### src/rtl/soundweb_pkg.sv
// Shared Soundweb framing constants, framer state encoding and reserved-byte test.
// Used by both the transmit framer and the receive side.
package soundweb_pkg;

  localparam logic [7:0] STX        = 8'h02;
  localparam logic [7:0] ETX        = 8'h03;
  localparam logic [7:0] ACK        = 8'h06;
  localparam logic [7:0] NAK        = 8'h15;
  localparam logic [7:0] ESC        = 8'h1B;
  localparam logic [7:0] ESC_OFFSET = 8'h80;
  localparam int         BODY_LEN   = 13;

  typedef enum logic [2:0] {
    S_IDLE,
    S_STX,
    S_BODY,
    S_BODY_ESC,
    S_CSUM,
    S_CSUM_ESC,
    S_ETX,
    S_GAP
  } tx_state_e;

  function automatic logic is_reserved_byte(input logic [7:0] b);
    return (b == STX) || (b == ETX) || (b == ACK) || (b == NAK) || (b == ESC);
  endfunction

endpackage

### src/rtl/soundweb_escape.sv
// Combinational escape helper: flags a reserved byte and forms its escaped second byte.
module soundweb_escape
  import soundweb_pkg::*;
(
  input  logic [7:0] b,
  output logic       is_reserved,
  output logic [7:0] escaped
);

  assign is_reserved = is_reserved_byte(b);
  assign escaped     = b + ESC_OFFSET;

endmodule

### src/rtl/soundweb_tx_framer.sv
// Soundweb transmit framer: STX, escaped body, escaped XOR checksum, ETX, one byte per handshake.
// Optional completed-frame counter port enabled by defining SOUNDWEB_TX_FRAME_COUNT_EN.
module soundweb_tx_framer
  import soundweb_pkg::*;
#(
  parameter int unsigned IDLE_GAP = 0
) (
  input  logic        clk,
  input  logic        rst,
  input  logic        msg_valid,
  output logic        msg_ready,
  input  logic [7:0]  command,
  input  logic [7:0]  address_0,
  input  logic [7:0]  address_1,
  input  logic [7:0]  address_2,
  input  logic [7:0]  address_3,
  input  logic [7:0]  address_4,
  input  logic [7:0]  address_5,
  input  logic [7:0]  sv_0,
  input  logic [7:0]  sv_1,
  input  logic [7:0]  data_0,
  input  logic [7:0]  data_1,
  input  logic [7:0]  data_2,
  input  logic [7:0]  data_3,
  output logic [7:0]  tx_data,
  output logic        tx_valid,
  input  logic        tx_ready,
  output logic        busy
`ifdef SOUNDWEB_TX_FRAME_COUNT_EN
  ,
  output logic [15:0] frame_count
`endif
);

  localparam logic [3:0] LAST_IDX = 4'(BODY_LEN - 1);
  localparam logic [7:0] GAP_LAST = 8'((IDLE_GAP == 0) ? 0 : IDLE_GAP - 1);

  tx_state_e                state, state_d;
  logic [BODY_LEN-1:0][7:0] body, msg_body;
  logic [7:0]               csum, msg_csum;
  logic [3:0]               idx, idx_d;
  logic [7:0]               gap_cnt, gap_cnt_d;
  logic                     capture, hs;
  logic [7:0]               tx_data_d;
  logic                     tx_valid_d;
  logic [7:0]               esc_in, esc_out;
  logic                     esc_res;

  assign msg_body = {data_3, data_2, data_1, data_0, sv_1, sv_0,
                     address_5, address_4, address_3, address_2, address_1, address_0,
                     command};

  always_comb begin
    msg_csum = 8'h00;
    for (int i = 0; i < BODY_LEN; i++) msg_csum = msg_csum ^ msg_body[i];
  end

  assign hs        = tx_valid && tx_ready;
  assign msg_ready = (state == S_IDLE) && !rst;
  assign busy      = (state != S_IDLE) && (state != S_GAP);

  // In BODY/CSUM the presented byte is ESC exactly when the source byte is reserved,
  // since an unescaped 0x1B can never appear on the wire.
  always_comb begin
    state_d   = state;
    idx_d     = idx;
    gap_cnt_d = gap_cnt;
    capture   = 1'b0;
    unique case (state)
      S_IDLE: if (msg_valid) begin
        capture = 1'b1;
        state_d = S_STX;
      end
      S_STX: if (hs) begin
        state_d = S_BODY;
        idx_d   = 4'd0;
      end
      S_BODY: if (hs) begin
        if (tx_data == ESC)       state_d = S_BODY_ESC;
        else if (idx == LAST_IDX) state_d = S_CSUM;
        else                      idx_d   = idx + 4'd1;
      end
      S_BODY_ESC: if (hs) begin
        if (idx == LAST_IDX) state_d = S_CSUM;
        else begin
          state_d = S_BODY;
          idx_d   = idx + 4'd1;
        end
      end
      S_CSUM: if (hs) state_d = (tx_data == ESC) ? S_CSUM_ESC : S_ETX;
      S_CSUM_ESC: if (hs) state_d = S_ETX;
      S_ETX: if (hs) begin
        gap_cnt_d = 8'd0;
        state_d   = (IDLE_GAP == 0) ? S_IDLE : S_GAP;
      end
      S_GAP: begin
        if (gap_cnt == GAP_LAST) state_d   = S_IDLE;
        else                     gap_cnt_d = gap_cnt + 8'd1;
      end
      default: state_d = S_IDLE;
    endcase
  end

  // The byte for the next state is formed ahead of time so tx_data is a plain register;
  // an unchanged state recomputes the same byte, which keeps tx_data stable under stall.
  assign esc_in = ((state_d == S_CSUM) || (state_d == S_CSUM_ESC)) ? csum : body[idx_d];

  soundweb_escape u_escape (
    .b           (esc_in),
    .is_reserved (esc_res),
    .escaped     (esc_out)
  );

  always_comb begin
    tx_data_d  = 8'h00;
    tx_valid_d = 1'b1;
    unique case (state_d)
      S_STX:                  tx_data_d = STX;
      S_BODY, S_CSUM:         tx_data_d = esc_res ? ESC : esc_in;
      S_BODY_ESC, S_CSUM_ESC: tx_data_d = esc_out;
      S_ETX:                  tx_data_d = ETX;
      default:                tx_valid_d = 1'b0;
    endcase
  end

  always_ff @(posedge clk) begin
    if (rst) begin
      state    <= S_IDLE;
      idx      <= 4'd0;
      gap_cnt  <= 8'd0;
      body     <= '0;
      csum     <= 8'h00;
      tx_data  <= 8'h00;
      tx_valid <= 1'b0;
    end else begin
      state    <= state_d;
      idx      <= idx_d;
      gap_cnt  <= gap_cnt_d;
      tx_data  <= tx_data_d;
      tx_valid <= tx_valid_d;
      if (capture) begin
        body <= msg_body;
        csum <= msg_csum;
      end
    end
  end

`ifdef SOUNDWEB_TX_FRAME_COUNT_EN
  always_ff @(posedge clk) begin
    if (rst)                        frame_count <= 16'h0000;
    else if (hs && state == S_ETX)  frame_count <= frame_count + 16'h0001;
  end
`endif

endmodule

### config.mk
export PLATFORM = sky130hd
export DESIGN_NAME = soundweb_tx_framer
export DESIGN_NICKNAME = d
export VERILOG_FILES = /design/src/rtl/soundweb_pkg.sv /design/src/rtl/soundweb_escape.sv /design/src/rtl/soundweb_tx_framer.sv
export SDC_FILE = /design/constraint.sdc
export NUM_CORES = 1
export LEC_CHECK = 0
export CAP_MARGIN = 20
export CORE_AREA = 4 4 123 125
export DETAILED_ROUTE_END_ITERATION = 8
export DIE_AREA = 0 0 127 129
export PLACE_DENSITY_LB_ADDON = 0.12
export REMOVE_ABC_BUFFERS = 1
export SLEW_MARGIN = 10
export SYNTH_ARGS = -nofsm -noshare
export SYNTH_HDL_FRONTEND = slang
export SYNTH_SLANG_ARGS = --single-unit
### constraint.sdc
create_clock -name clk -period 3.8 [get_ports clk]
set_clock_uncertainty 0.15 [all_clocks]
set_input_delay 0.57 -clock clk [delete_from_list [all_inputs] [get_ports clk]]
set_output_delay 0.57 -clock clk [all_outputs]
set_load 0.005 [all_outputs]
* Yosys cells after proc, flatten, opt, wreduce, memory -nomap -nowiden
Index checks and enable logic that the tools add are counted.
** Word-level totals
- Word-level logic and storage cells :: 105
- Register bits after elaboration :: 136
- Output and inout port bits :: 11
** Cells by class
- Add/sub/neg operators :: 3
- Equal/unequal tests :: 23
- Magnitude comparators :: 1
- Mux-type cells :: 30
- Bitwise operators :: 12
- Reductions and logical operators :: 17
** Operators with widths (count)
- XOR 8 bit :: 12
- 2-to-1 mux 8 bit :: 5
- 2-to-1 mux 3 bit :: 11
- binary-select mux 8 bit (select 4 bit) :: 1
- one-hot mux 8 bit (4 select lines) :: 1
- == test 8 x 5 -> 1 bit (second input constant) :: 3
- one-hot mux 3 bit (8 select lines) :: 1
- == test 3 bit (second input constant) :: 7
- 2-to-1 mux 4 bit :: 5
- == test 8 x 2 -> 1 bit (second input constant) :: 2
- one-hot mux 8 bit (2 select lines) :: 1
- == test 3 x 2 -> 1 bit (second input constant) :: 4
- one-hot mux 4 bit (3 select lines) :: 1
- adder 8 x 1 -> 8 bit (second input constant) :: 1
- adder 8 bit (second input constant) :: 1
- == test 8 x 3 -> 1 bit (second input constant) :: 1
- zero test 8 bit :: 1
- == test 3 x 1 -> 1 bit (second input constant) :: 2
- OR reduction 6 bit :: 1
- logical OR 1 bit :: 5
- less-than comparator 4 x 5 -> 1 bit (second input constant) :: 1
- adder 4 x 1 -> 4 bit (second input constant) :: 1
- == test 4 bit (second input constant) :: 1
- != test 2 bit (second input constant) :: 2
- other kinds (10) :: 15

* Longest topological paths before layout
Gate-level depths: netlist of the first run.
- Depth after elaboration :: 15
- Mapped depth :: 15
- Mapped depth without buffers :: 12

* Modules after synthesis
A second synthesis of the first run with hierarchy kept.
** Second synthesis, totals
- Cell total of the unflattened synthesis :: 920
- Area total of the unflattened synthesis :: 7407.1 µm²
** By module, submodules not included
- soundweb_tx_framer :: cells an instance 906, instances 1, sequential area each 2722.6 µm², area an instance 7303.3 µm²
- soundweb_escape :: cells an instance 14, instances 1, sequential area each 0.0 µm², area an instance 103.8 µm²

* Least setup slack after synthesis of the first run
OpenSTA, ideal clock, no wires.
- Path type :: reg2reg
- From :: register idx[1]
- To :: register tx_data[2]
- Path buffers :: 1
- Arrival :: 3.152 ns
- Setup time :: 0.117 ns
- Cell stages (with the launch flop) :: 14
- Path slack :: 0.381 ns
- Cells stage by stage :: dfxtp_1 inv_1 ha_1 and4_1 o31ai_2 o211a_1 buf_6 mux4_2 a221o_1 nand3_1 o211a_1 and4b_4 nand2_1 and4b_1
** On the way
- Cells in the longest elaborated chain, start to end :: 15
** Ends and longest elaborated chain
- from (decl) :: RTL line soundweb_tx_framer.sv:41 : logic [3:0] idx, idx_d;
- from (signal assigned) :: RTL line soundweb_tx_framer.sv:137 : idx <= idx_d;
- adder 4 x 1 -> 4 bit or == test 4 bit (tied branches)
- 2-to-1 mux 4 bit or 2-to-1 mux 3 bit (tied branches) :: RTL line soundweb_tx_framer.sv:80, soundweb_tx_framer.sv:84
- 2-to-1 mux 4 bit or 2-to-1 mux 3 bit (tied branches) :: RTL line soundweb_tx_framer.sv:79 : if (tx_data == ESC) state_d = S_BODY_ESC;
- 2-to-1 mux 4 bit or 2-to-1 mux 3 bit (tied branches) :: RTL line soundweb_tx_framer.sv:78 : S_BODY: if (hs) begin
- one-hot mux 4 bit (3 select lines) or one-hot mux 3 bit (8 select lines) (tied branches) :: RTL line soundweb_tx_framer.sv:69 : unique case (state)
- binary-select mux 8 bit (select 4 bit) or == test 3 bit (tied branches) :: RTL line soundweb_tx_framer.sv:106, soundweb_tx_framer.sv:117
- 2-to-1 mux 8 bit (implied by the code) or logical OR 1 bit (tied branches) :: RTL line soundweb_tx_framer.sv:106 : assign esc_in = ((state_d == S_CSUM) || (state_d == S_CSUM_ESC)) ? csum : body[idx_d];
- 2-to-1 mux 8 bit :: RTL line soundweb_tx_framer.sv:106
- == test 8 x 2 -> 1 bit :: RTL line soundweb_pkg.sv:25 : return (b == STX) || (b == ETX) || (b == ACK) || (b == NAK) || (b == ESC);
- logical OR 1 bit (4 in a row) :: RTL line soundweb_pkg.sv:25
- 2-to-1 mux 8 bit :: RTL line soundweb_tx_framer.sv:119 : S_BODY, S_CSUM: tx_data_d = esc_res ? ESC : esc_in;
- one-hot mux 8 bit (4 select lines) (*) :: RTL line soundweb_tx_framer.sv:117 : unique case (state_d)
- to (signal assigned) :: RTL line soundweb_tx_framer.sv:139 : tx_data <= tx_data_d;
- to (decl) :: RTL line soundweb_tx_framer.sv:25 : output logic [7:0] tx_data,
Every way passes the cells marked *; elsewhere a longest branch is shown, timed or not. The select of a mux whose other input is x is not followed.
A chain may end at the register's enable or synchronous reset.

* Final worst setup path of the first run
- From :: input tx_ready
- To :: register tx_data[2]
** On the way
- Cells in the longest elaborated chain, start to end :: 13
** Ends and longest elaborated chain
- from (decl) :: RTL line soundweb_tx_framer.sv:27 : input logic tx_ready,
- logical AND 1 bit (*) :: RTL line soundweb_tx_framer.sv:58 : assign hs = tx_valid && tx_ready;
- 2-to-1 mux 4 bit, or another cell as far along :: RTL line soundweb_tx_framer.sv:83 : S_BODY_ESC: if (hs) begin
- one-hot mux 4 bit (3 select lines) or one-hot mux 3 bit (8 select lines) (tied branches) :: RTL line soundweb_tx_framer.sv:69
- binary-select mux 8 bit (select 4 bit) or == test 3 bit (tied branches) :: RTL line soundweb_tx_framer.sv:106, soundweb_tx_framer.sv:117
- 2-to-1 mux 8 bit (implied by the code) or logical OR 1 bit (tied branches) :: RTL line soundweb_tx_framer.sv:106
- 2-to-1 mux 8 bit :: RTL line soundweb_tx_framer.sv:106
- == test 8 x 2 -> 1 bit :: RTL line soundweb_pkg.sv:25
- logical OR 1 bit (4 in a row) :: RTL line soundweb_pkg.sv:25
- 2-to-1 mux 8 bit :: RTL line soundweb_tx_framer.sv:119
- one-hot mux 8 bit (4 select lines) (*) :: RTL line soundweb_tx_framer.sv:117
Marked as above.

==> results.env, run 1 <==
OUTCOME='finished, final reports clean'
SYNTHTOPCELLSBYAREA='sky130_fd_sc_hd__dfxtp_1 37%, sky130_fd_sc_hd__nand2_1 13%, sky130_fd_sc_hd__xnor2_1 9.8%'
WORST_R2R_STARTPOINT='idx[0]$_SDFF_PP0_'
TIMING_WORST_SETUP_PATH_TYPE='in -> reg'
NUMBER_OF_SYNTHESIZED_FLOPS_WITH_AN_ENABLE_PIN=0
FINISH.UTILIZATION=0.699
ROUTED_WL_MM=19.9
SUM_OF_NEGATIVE_SETUP_SLACK_PS=0
GRT_PASS1_WL_MM=32.0
DESIGN_AREA_SQ_UM=9700
DR_WL_MET3_MM=1.13
PLACED_CELL_AREA_SQ_UM=9040
MINIMUM_SETUP_SLACK_AFTER_PLACEMENT_PS=-255
YS_FF_LATCH=136
CTS_ROOT_BUF='sky130_fd_sc_hd__clkbuf_16'
CRIT_END='tx_data[2]$_SDFF_PP0_'
DRV_CAP=0
DRT_FIRST_ITER_VIOLATIONS=518
DIE-WIDTH_UM=127
NETLIST.TOP_CELL.BY_AREA='sky130_fd_sc_hd__dfxtp_1'
SYN-INSTANCE-COUNT=908
CLOCK_LATENCY_PS=420
VIA_COUNT=6917
CRITPATHARRIVALTIME_PS=3850
NET_SWITCHING_POWER_W=0.00103
COMB_POWER_SHARE=0.177
FIN_CRIT_SH=0.971
CTS_INSERTED_BUFFERS=17
TIMING.FINAL.WS_SETUP_PS=110
GRT_START_MAX_NET_PINS=76
AREAGROWTHSYNTHTOFINISH_PCT=32.6
LAYOUT.CELLS.MOST_COMMON='sky130_fd_sc_hd__nand2_1'
HOLD_WS_PS=305
PEAKVDDDROP_V=0.000370
PLACEMENT_ROWS=43
HOLD_VIOL=0
PLACEMENT.IO_BUFFERS=118
SEQ_AREA_FRAC_SYNTH=0.372
SEQUENTIALPOWERSHARE=0.397
GPL.FINAL_WEIGHTED_CONGESTION=0.864
CTSLONGESTPATHBUFFERS=2
YOSYS.AREA.TOP_TYPE_SHARE=0.372
TOP_LAYER='met4'
NUMBER_OF_FILLERS_IN_THE_FINAL_LAYOUT=1158
YS_DOMINANT_REG_CELL='sky130_fd_sc_hd__dfxtp_1'
FP.COREAREA_SQ_UM=13900
P_CLK_FRAC=0.427
HOLD_BUFFERS=0
POST-DP-HPWL_MM=14.7
WORSTPATHMAXFANOUT=14
SYNTH_CELL_AREA_SQ_UM=7310
GR-USAGE-ALL-LAYERS=0.242
FINISH.NET_COUNT=1172
MOSTFREQUENTLAYOUTCELLS='252 x sky130_fd_sc_hd__nand2_1, 136 x sky130_fd_sc_hd__dfxtp_1, 134 x sky130_fd_sc_hd__a21oi_1, 117 x sky130_fd_sc_hd__clkdlybuf4s50_1, 82 x sky130_fd_sc_hd__xnor2_1'
MIN-DELAY-PATH-CLASS='reg -> reg'
CP.REQUIRED_PS=3960
REG2REG_SETUP_SLACK_PS=120
CTS.HTREE.LEVELS=4
POWER.STATIC_LEAKAGE_nW=3.66
POWER_PER_CELL_AREA_nW_PER_UM2=412
FINALSETUPVIOLCOUNT=0
FP.DIEAREA_SQ_UM=16400
YS_TYPES=76
TRITONCTS='yes'
INITIAL_CORE_UTILIZATION=0.527
FINAL_LAYOUT_SIZE_SUFFIX_GT1_FRAC=0.137
DRT_PASS1_ITERATIONS=5
POSTROUTEANTENNANETS=0
ROUTE.DETAILED.WL_PER_INST_UM=15.9
IOPINCOUNT=119
WL_MET2_MM=9.47
VIAS_PER_CELL=5.52
TIMING.FINAL.CRIT_PERIOD_PS=3690
SYNTH_AREA_PER_CELL_SQ_UM=8.05
SYNTH_ASYNC_SR_FLOP_SHARE=0
ANTENNA_FOUND_INITIAL=0
TOTAL_DRC_ERRORS_IN_THE_ROUTED_LAYOUT=0
OVERFLOW=0
CLOCK_SINKS=136
M1WIRELENGTH_MM=8.90
WORSTREG2REGEND='tx_data[2]$_SDFF_PP0_'
ACHIEVABLE_FREQ_GHz=0.271
SETUP_CRIT_START_KIND='primary input'
END_KIND='flip-flop'
POWER_REPORT.INTERNAL_TOTAL_W=0.00297
CRIT_PATH_START='tx_ready'
WORST-R2R-CELL-COUNT=15
VIAS_IN_THE_FIRST_GLOBAL_ROUTE=6574
SLEW_HEADROOM=0.455
MAX_SLEW.WORST_PIN.SLEW_PS=817
NETSWITCHINGFRACTION=0.258
INSERTED_DIODES=0
DIE_HEIGHT_UM=129
YOSYSWARNINGCOUNT=0
MAX_SLEW_VIOLATION_COUNT=0
CLKSLEWWORSTSETUPHOLDPATHS_PS=60
metal layers:
| metal | global-route usage | vias to the layer above |
|---|---|---|
| met5 | 0 | - |
| met4 | 0.0694 | 0 |
| met3 | 0.0482 | 32 |
| met2 | 0.401 | 206 |
| met1 | 0.321 | 3230 |
| li1 | - | 3449 |
cells in the mapped netlist (3+ instances only):
master / count
sky130_fd_sc_hd__buf_2: 3
sky130_fd_sc_hd__nand4_1: 4
sky130_fd_sc_hd__and2_1: 9
sky130_fd_sc_hd__and3_1: 6
sky130_fd_sc_hd__dfxtp_1: 136
sky130_fd_sc_hd__o31ai_1: 3
sky130_fd_sc_hd__mux2_2: 8
sky130_fd_sc_hd__nand2_1: 254
sky130_fd_sc_hd__a221oi_1: 4
sky130_fd_sc_hd__and4_1: 4
sky130_fd_sc_hd__a211oi_1: 5
sky130_fd_sc_hd__a311oi_1: 3
sky130_fd_sc_hd__clkbuf_1: 47
sky130_fd_sc_hd__xnor2_1: 82
sky130_fd_sc_hd__a31oi_1: 11
sky130_fd_sc_hd__and4b_1: 4
sky130_fd_sc_hd__nor2_1: 26
sky130_fd_sc_hd__xor2_1: 20
sky130_fd_sc_hd__ha_1: 4
sky130_fd_sc_hd__nor2b_1: 3
sky130_fd_sc_hd__a21o_1: 5
sky130_fd_sc_hd__mux2i_1: 14
sky130_fd_sc_hd__buf_6: 6
sky130_fd_sc_hd__mux4_2: 7
sky130_fd_sc_hd__o32ai_1: 3
sky130_fd_sc_hd__inv_1: 9
sky130_fd_sc_hd__nand3_1: 17
sky130_fd_sc_hd__a31o_2: 5
sky130_fd_sc_hd__a2111oi_0: 5
sky130_fd_sc_hd__a21oi_1: 134
sky130_fd_sc_hd__o21ai_0: 6
sky130_fd_sc_hd__nor3_1: 5
how the worst min path moves through the flow:
| stage | depth (start not counted) | end | startpoint |
|---|---|---|---|
| floorplan | 2 | body[84]$_SDFFE_PP0P_ | body[84]$_SDFFE_PP0P_ |
| global placement | 2 | body[86]$_SDFFE_PP0P_ | body[86]$_SDFFE_PP0P_ |
| detailed placement | 2 | body[18]$_SDFFE_PP0P_ | body[18]$_SDFFE_PP0P_ |
| CTS | 2 | body[18]$_SDFFE_PP0P_ | body[18]$_SDFFE_PP0P_ |
| global route | 2 | body[88]$_SDFFE_PP0P_ | body[88]$_SDFFE_PP0P_ |
| finish | 2 | body[18]$_SDFFE_PP0P_ | body[18]$_SDFFE_PP0P_ |
power by group through the flow:
stage / registers [W] / clock network (W) / logic, W
floorplan: 0.00159 / 0 / 0.000428
global placement: 0.00162 / 0 / 0.000697
detailed placement: 0.00162 / 0 / 0.000706
CTS: 0.00159 / 0.00172 / 0.000712
global route: 0.00160 / 0.00179 / 0.000777
finish: 0.00159 / 0.00171 / 0.000707
registers in the layout, indices dropped and copies added (netlist names):
| signal | flops |
|---|---|
| gap_cnt | 8 |
| body | 104 |
| idx | 4 |
| tx_data | 8 |
| csum | 8 |
| state | 3 |
| tx_valid | 1 |
critical path, cell delays in order:
cell,delay (ps)
sky130_fd_sc_hd__clkdlybuf4s50_1,570
sky130_fd_sc_hd__nand2_1,110
sky130_fd_sc_hd__or3_4,360
sky130_fd_sc_hd__a31oi_4,420
sky130_fd_sc_hd__buf_4,220
sky130_fd_sc_hd__buf_12,90
sky130_fd_sc_hd__mux4_2,270
sky130_fd_sc_hd__a221o_1,350
sky130_fd_sc_hd__nand3_1,80
sky130_fd_sc_hd__o211a_1,180
sky130_fd_sc_hd__and4b_4,280
sky130_fd_sc_hd__nand3_2,110
sky130_fd_sc_hd__and4b_1,220
repair_timing:
action,4_1_cts,5_1_grt
setup buffers,0,4
resized for setup,0,5
setup endpoints to repair,0,6
metrics by stage:
step,instances,total power (W)
4_1_cts,1249,0.00402
3_3_place_gp,1217,0.00231
2_1_floorplan,849,0.00202
3_5_place_dp,1217,0.00232
6_report,1253,0.00400
5_1_grt,1253,0.00416
layout make-up:
type                       count  area (sq um)  area share
multi-input combinational    703          4300       0.443
sequential                   136          2720       0.281
timing repair buffer         192          1800       0.185
clock buffer                  22           474      0.0489
tap                          180           225      0.0232
clock inverter                10           143      0.0147
inverter                      10          37.5     0.00387
kinds of logic (layout without fill, tap and decap cells):
family | count (synthesis) | in the layout | share of synthesized area
AOI/OAI and AO/OA | 214 | 214 | 0.182
DFF | 136 | 136 | 0.372
muxes | 30 | 30 | 0.0566
and+or+nand+nor | 353 | 353 | 0.217
buffers and inverters | 69 | 234 | 0.0431
adders and majority gates | 4 | 4 | 0.00684
xor gates and xnor gates | 102 | 102 | 0.122
Note: power is estimated with default switching activity, not from simulation.
==> run 2, diff against run 1 <==
--- a/config.mk
+++ b/config.mk
@@ -6,9 +6,9 @@
 export NUM_CORES = 1
 export LEC_CHECK = 0
 export CAP_MARGIN = 20
-export CORE_AREA = 4 4 123 125
+export CORE_AREA = 2 2 121 123
 export DETAILED_ROUTE_END_ITERATION = 8
-export DIE_AREA = 0 0 127 129
+export DIE_AREA = 0 0 123 125
 export PLACE_DENSITY_LB_ADDON = 0.12
 export REMOVE_ABC_BUFFERS = 1
 export SLEW_MARGIN = 10
==> constraint.sdc (replaced) <==
create_clock -name clk -period 3.8 [get_ports clk]
set_clock_uncertainty 0.15 [all_clocks]
set_input_delay 0.95 -clock clk [delete_from_list [all_inputs] [get_ports clk]]
set_output_delay 0.95 -clock clk [all_outputs]
set_load 0.005 [all_outputs]
==> run 2 against run 1 <==
Sequential share of layout area rose by 0.13 points. Utilization fell by 1.9 points. Die area fell by 6.2%. Clock power shrank 7%. First-iteration DRC count fell by 2.7%. Count of clock-buffer cells in the layout grew 1. Cell area shrank 0.46%. Critical path type is now reg -> reg. Critical endpoint unchanged. Largest power group is now registers.
==> results.env, run 2 (synthesized netlist as in run 1, its figures left out) <==
NET_SWITCHING_POWER_W=0.00103  # about the same
P_CLK_FRAC=0.410  # was 0.427
GLOBAL_ROUTE.USAGE.MET3=0.0648  # was 0.0482
PEAKVDDDROP_V=0.000322  # was 0.000370 V
DRT_PASS1_ITERATIONS=5  # unchanged
CLKSLEWWORSTSETUPHOLDPATHS_PS=60  # about the same
TOP_REGISTER='body'  # unchanged
DIE_HEIGHT_UM=125  # was 129 um
VIA_COUNT=6903  # was 6917
COMB_POWER_SHARE=0.181  # was 0.177
TIMING.FINAL.CRIT_PERIOD_PS=3590  # was 3690 ps
DRV_CAP=0  # unchanged
DIE-WIDTH_UM=123  # was 127 um
GRT_UTIL_MET1=0.350  # was 0.321
CTS_ROOT_BUF='sky130_fd_sc_hd__clkbuf_16'  # unchanged
CLOCK_SINKS=136  # unchanged
SLEW_HEADROOM=0.393  # was 0.455
WORSTPATHMAXFANOUT=9  # was 14
POWER.STATIC_LEAKAGE_nW=3.62  # was 3.66 nW
NUMBER_OF_FLIP_FLOPS_UNDER_THE_LARGEST_REGISTER_NAME=104  # unchanged
SETUP_REPAIR_AFTER_GLOBAL_ROUTING_MISSED_ITS_MARGIN='false'
GRT_START_MAX_NET_PINS=88  # was 76
FINALSETUPVIOLCOUNT=0  # unchanged
FINALNONFILLERCELLS=1254  # was 1253
MOSTFREQUENTLAYOUTCELLS='252 x sky130_fd_sc_hd__nand2_1, 136 x sky130_fd_sc_hd__dfxtp_1, 134 x sky130_fd_sc_hd__a21oi_1, 116 x sky130_fd_sc_hd__clkdlybuf4s50_1, 82 x sky130_fd_sc_hd__xnor2_1'  # was 252 x sky130_fd_sc_hd__nand2_1, 136 x sky130_fd_sc_hd__dfxtp_1, 134 x sky130_fd_sc_hd__a21oi_1, 117 x sky130_fd_sc_hd__clkdlybuf4s50_1, 82 x sky130_fd_sc_hd__xnor2_1
POST-DP-HPWL_MM=14.3  # was 14.7 mm
GLOBAL_ROUTE.USAGE.MET2=0.439  # was 0.401
INITIAL_CORE_UTILIZATION=0.515  # was 0.527
FP.DIEAREA_SQ_UM=15400  # was 16400 sq um
FINAL_LAYOUT_SIZE_SUFFIX_GT1_FRAC=0.138  # was 0.137
MIN-DELAY-PATH-CLASS='reg -> reg'  # unchanged
CTS_INSERTED_BUFFERS=17  # unchanged
CRITPATHARRIVALTIME_PS=3800  # was 3850 ps
SETUP_CRIT_START_KIND='flip-flop'  # was primary input
POWER_PER_CELL_AREA_nW_PER_UM2=402  # was 412 nW/um^2
DRT_FIRST_ITER_VIOLATIONS=504  # was 518
INSERTED_DIODES=0  # unchanged
FP.COREAREA_SQ_UM=14200  # was 13900 sq um
NETSWITCHINGFRACTION=0.264  # was 0.258
ROUTED_WL_MM=19.7  # was 19.9 mm
LAYOUT.CELLS.MOST_COMMON='sky130_fd_sc_hd__nand2_1'  # unchanged
FIN_TOTAL_PWR_W=0.00389  # was 0.00400 W
GPL.FINAL_WEIGHTED_CONGESTION=0.901  # was 0.864
TOP_USAGE_LAYER_GRT='met2'  # unchanged
TRITONCTS='yes'  # unchanged
TIMING_WORST_SETUP_PATH_TYPE='reg -> reg'  # was in -> reg
SEQUENTIALPOWERSHARE=0.409  # was 0.397
TOTAL_INSTANCE_COUNT_AFTER_DETAILED_PLACEMENT=1221  # was 1217
CLOCK_LATENCY_PS=420  # about the same
PLACEMENT.IO_BUFFERS=118  # unchanged
PLACEMENT_ROWS=44  # was 43
DESIGN_AREA_SQ_UM=9650  # was 9700 sq um
FINISH.NET_COUNT=1169  # was 1172
MAX_SLEW.WORST_PIN.SLEW_PS=910  # was 817 ps
END_KIND='flip-flop'  # unchanged
PLACED_CELL_AREA_SQ_UM=9020  # was 9040 sq um
POWER_REPORT.INTERNAL_TOTAL_W=0.00286  # was 0.00297 W
AREAGROWTHSYNTHTOFINISH_PCT=32.0  # was 32.6%
ANTENNA_FOUND_INITIAL=0  # unchanged
ACHIEVABLE_FREQ_GHz=0.279  # was 0.271 GHz
CTS.HTREE.LEVELS=4  # unchanged
VIAS_PER_CELL=5.50  # was 5.52
VIAS_IN_THE_FIRST_GLOBAL_ROUTE=6713  # was 6574
GRT_PASS1_WL_MM=32.6  # was 32.0 mm
TOTAL_DRC_ERRORS_IN_THE_ROUTED_LAYOUT=0  # unchanged
GR-USAGE-ALL-LAYERS=0.268  # was 0.242
CP.REQUIRED_PS=4010  # was 3960 ps
HOLD_VIOL=0  # unchanged
OVERFLOW=0  # unchanged
OUTCOME='finished, final reports clean'  # unchanged
MAX_SLEW_VIOLATION_COUNT=0  # unchanged
POST_CTS_REPAIR_SETUP_BUFFERS=0  # unchanged
ROUTE.DETAILED.WL_PER_INST_UM=15.7  # was 15.9 um
IOPINCOUNT=119  # unchanged
CTSLONGESTPATHBUFFERS=2  # unchanged
FIN_CRIT_SH=0.945  # was 0.971
POSTROUTEANTENNANETS=0  # unchanged
## run 2: changes by cell type in the layout (fill, tap and decap cells not counted), moves of 2 or more
cell                        delta
sky130_fd_sc_hd__a2111oi_0     -2
sky130_fd_sc_hd__a2111oi_1     +2
sky130_fd_sc_hd__buf_12        -2
sky130_fd_sc_hd__buf_4         -2
sky130_fd_sc_hd__bufinv_16     -2
## run 2: area by class of cell
class / instances / area, sq um
Clock buffer: 23 / 488
Clock inverter: 9 / 90.1
Fill cell: 1216 / 4550
Inverter: 10 / 37.5
Multi-Input combinational cell: 704 / 4350
Sequential cell: 136 / 2720
Tap cell: 184 / 230
Timing Repair Buffer: 188 / 1740
## run 2: timing repair
action,in CTS,in global routing
hold buffers,0,0
resized for setup,8,7
setup endpoints to repair,6,6
pin swaps,2,2
cloned,1,0
## run 2: metal layers
layer | part of all wire | vias to the layer above
met3 | 0.060 | 21
li1 | - | 3439
met1 | 0.44 | 3222
met4 | 0.015 | 0
met5 | 0 | -
met2 | 0.48 | 221
## run 2: critical path, stage by stage, from the launching register on
cell,delay (ps)
sky130_fd_sc_hd__dfxtp_1,350
sky130_fd_sc_hd__or4b_1,620
sky130_fd_sc_hd__o21ai_4,280
sky130_fd_sc_hd__buf_4,170
sky130_fd_sc_hd__a32oi_1,140
sky130_fd_sc_hd__buf_4,170
sky130_fd_sc_hd__and2_1,180
sky130_fd_sc_hd__buf_12,150
sky130_fd_sc_hd__a2111oi_2,400
sky130_fd_sc_hd__nor4_4,110
sky130_fd_sc_hd__a211oi_1,320
sky130_fd_sc_hd__o32ai_2,170
sky130_fd_sc_hd__nand3_2,140
sky130_fd_sc_hd__and4b_1,190
## run 2: worst paths after layout
check                        startpoint                     to  slack (ps)  cells past startpoint
setup / recovery  tx_data[5]$_SDFF_PP0_  tx_data[2]$_SDFF_PP0_         210                     13
hold / removal    body[88]$_SDFFE_PP0P_  body[88]$_SDFFE_PP0P_         300                      2
setup reg to reg  tx_data[5]$_SDFF_PP0_  tx_data[2]$_SDFF_PP0_         210                     13
hold reg to reg   body[88]$_SDFFE_PP0P_  body[88]$_SDFFE_PP0P_         300                      2
## run 2: per-stage QoR
stage | setup slack (ps) | hold slack, ps | setup TNS (ps) | util
finish | 209 | 304 | 0 | 0.680
global route | 8.25 | 326 | 0 | 0.680
CTS | 104 | 305 | 0 | 0.678
detailed placement | -704 | 297 | -4300 | 0.635
global placement | -616 | 292 | -3730 | 0.635
floorplan | -275 | 275 | -1270 | -
## run 2: power groups by stage
| stage | Combinational, W | Sequential [W] | Clock, W |
|---|---|---|---|
| after detailed placement | 0.000701 | 0.00162 | 0 |
| after global placement | 0.000694 | 0.00162 | 0 |
| after floorplan | 0.000428 | 0.00159 | 0 |
| after CTS | 0.000706 | 0.00159 | 0.00161 |
| after global routing | 0.000780 | 0.00160 | 0.00168 |
| final | 0.000702 | 0.00159 | 0.00159 |
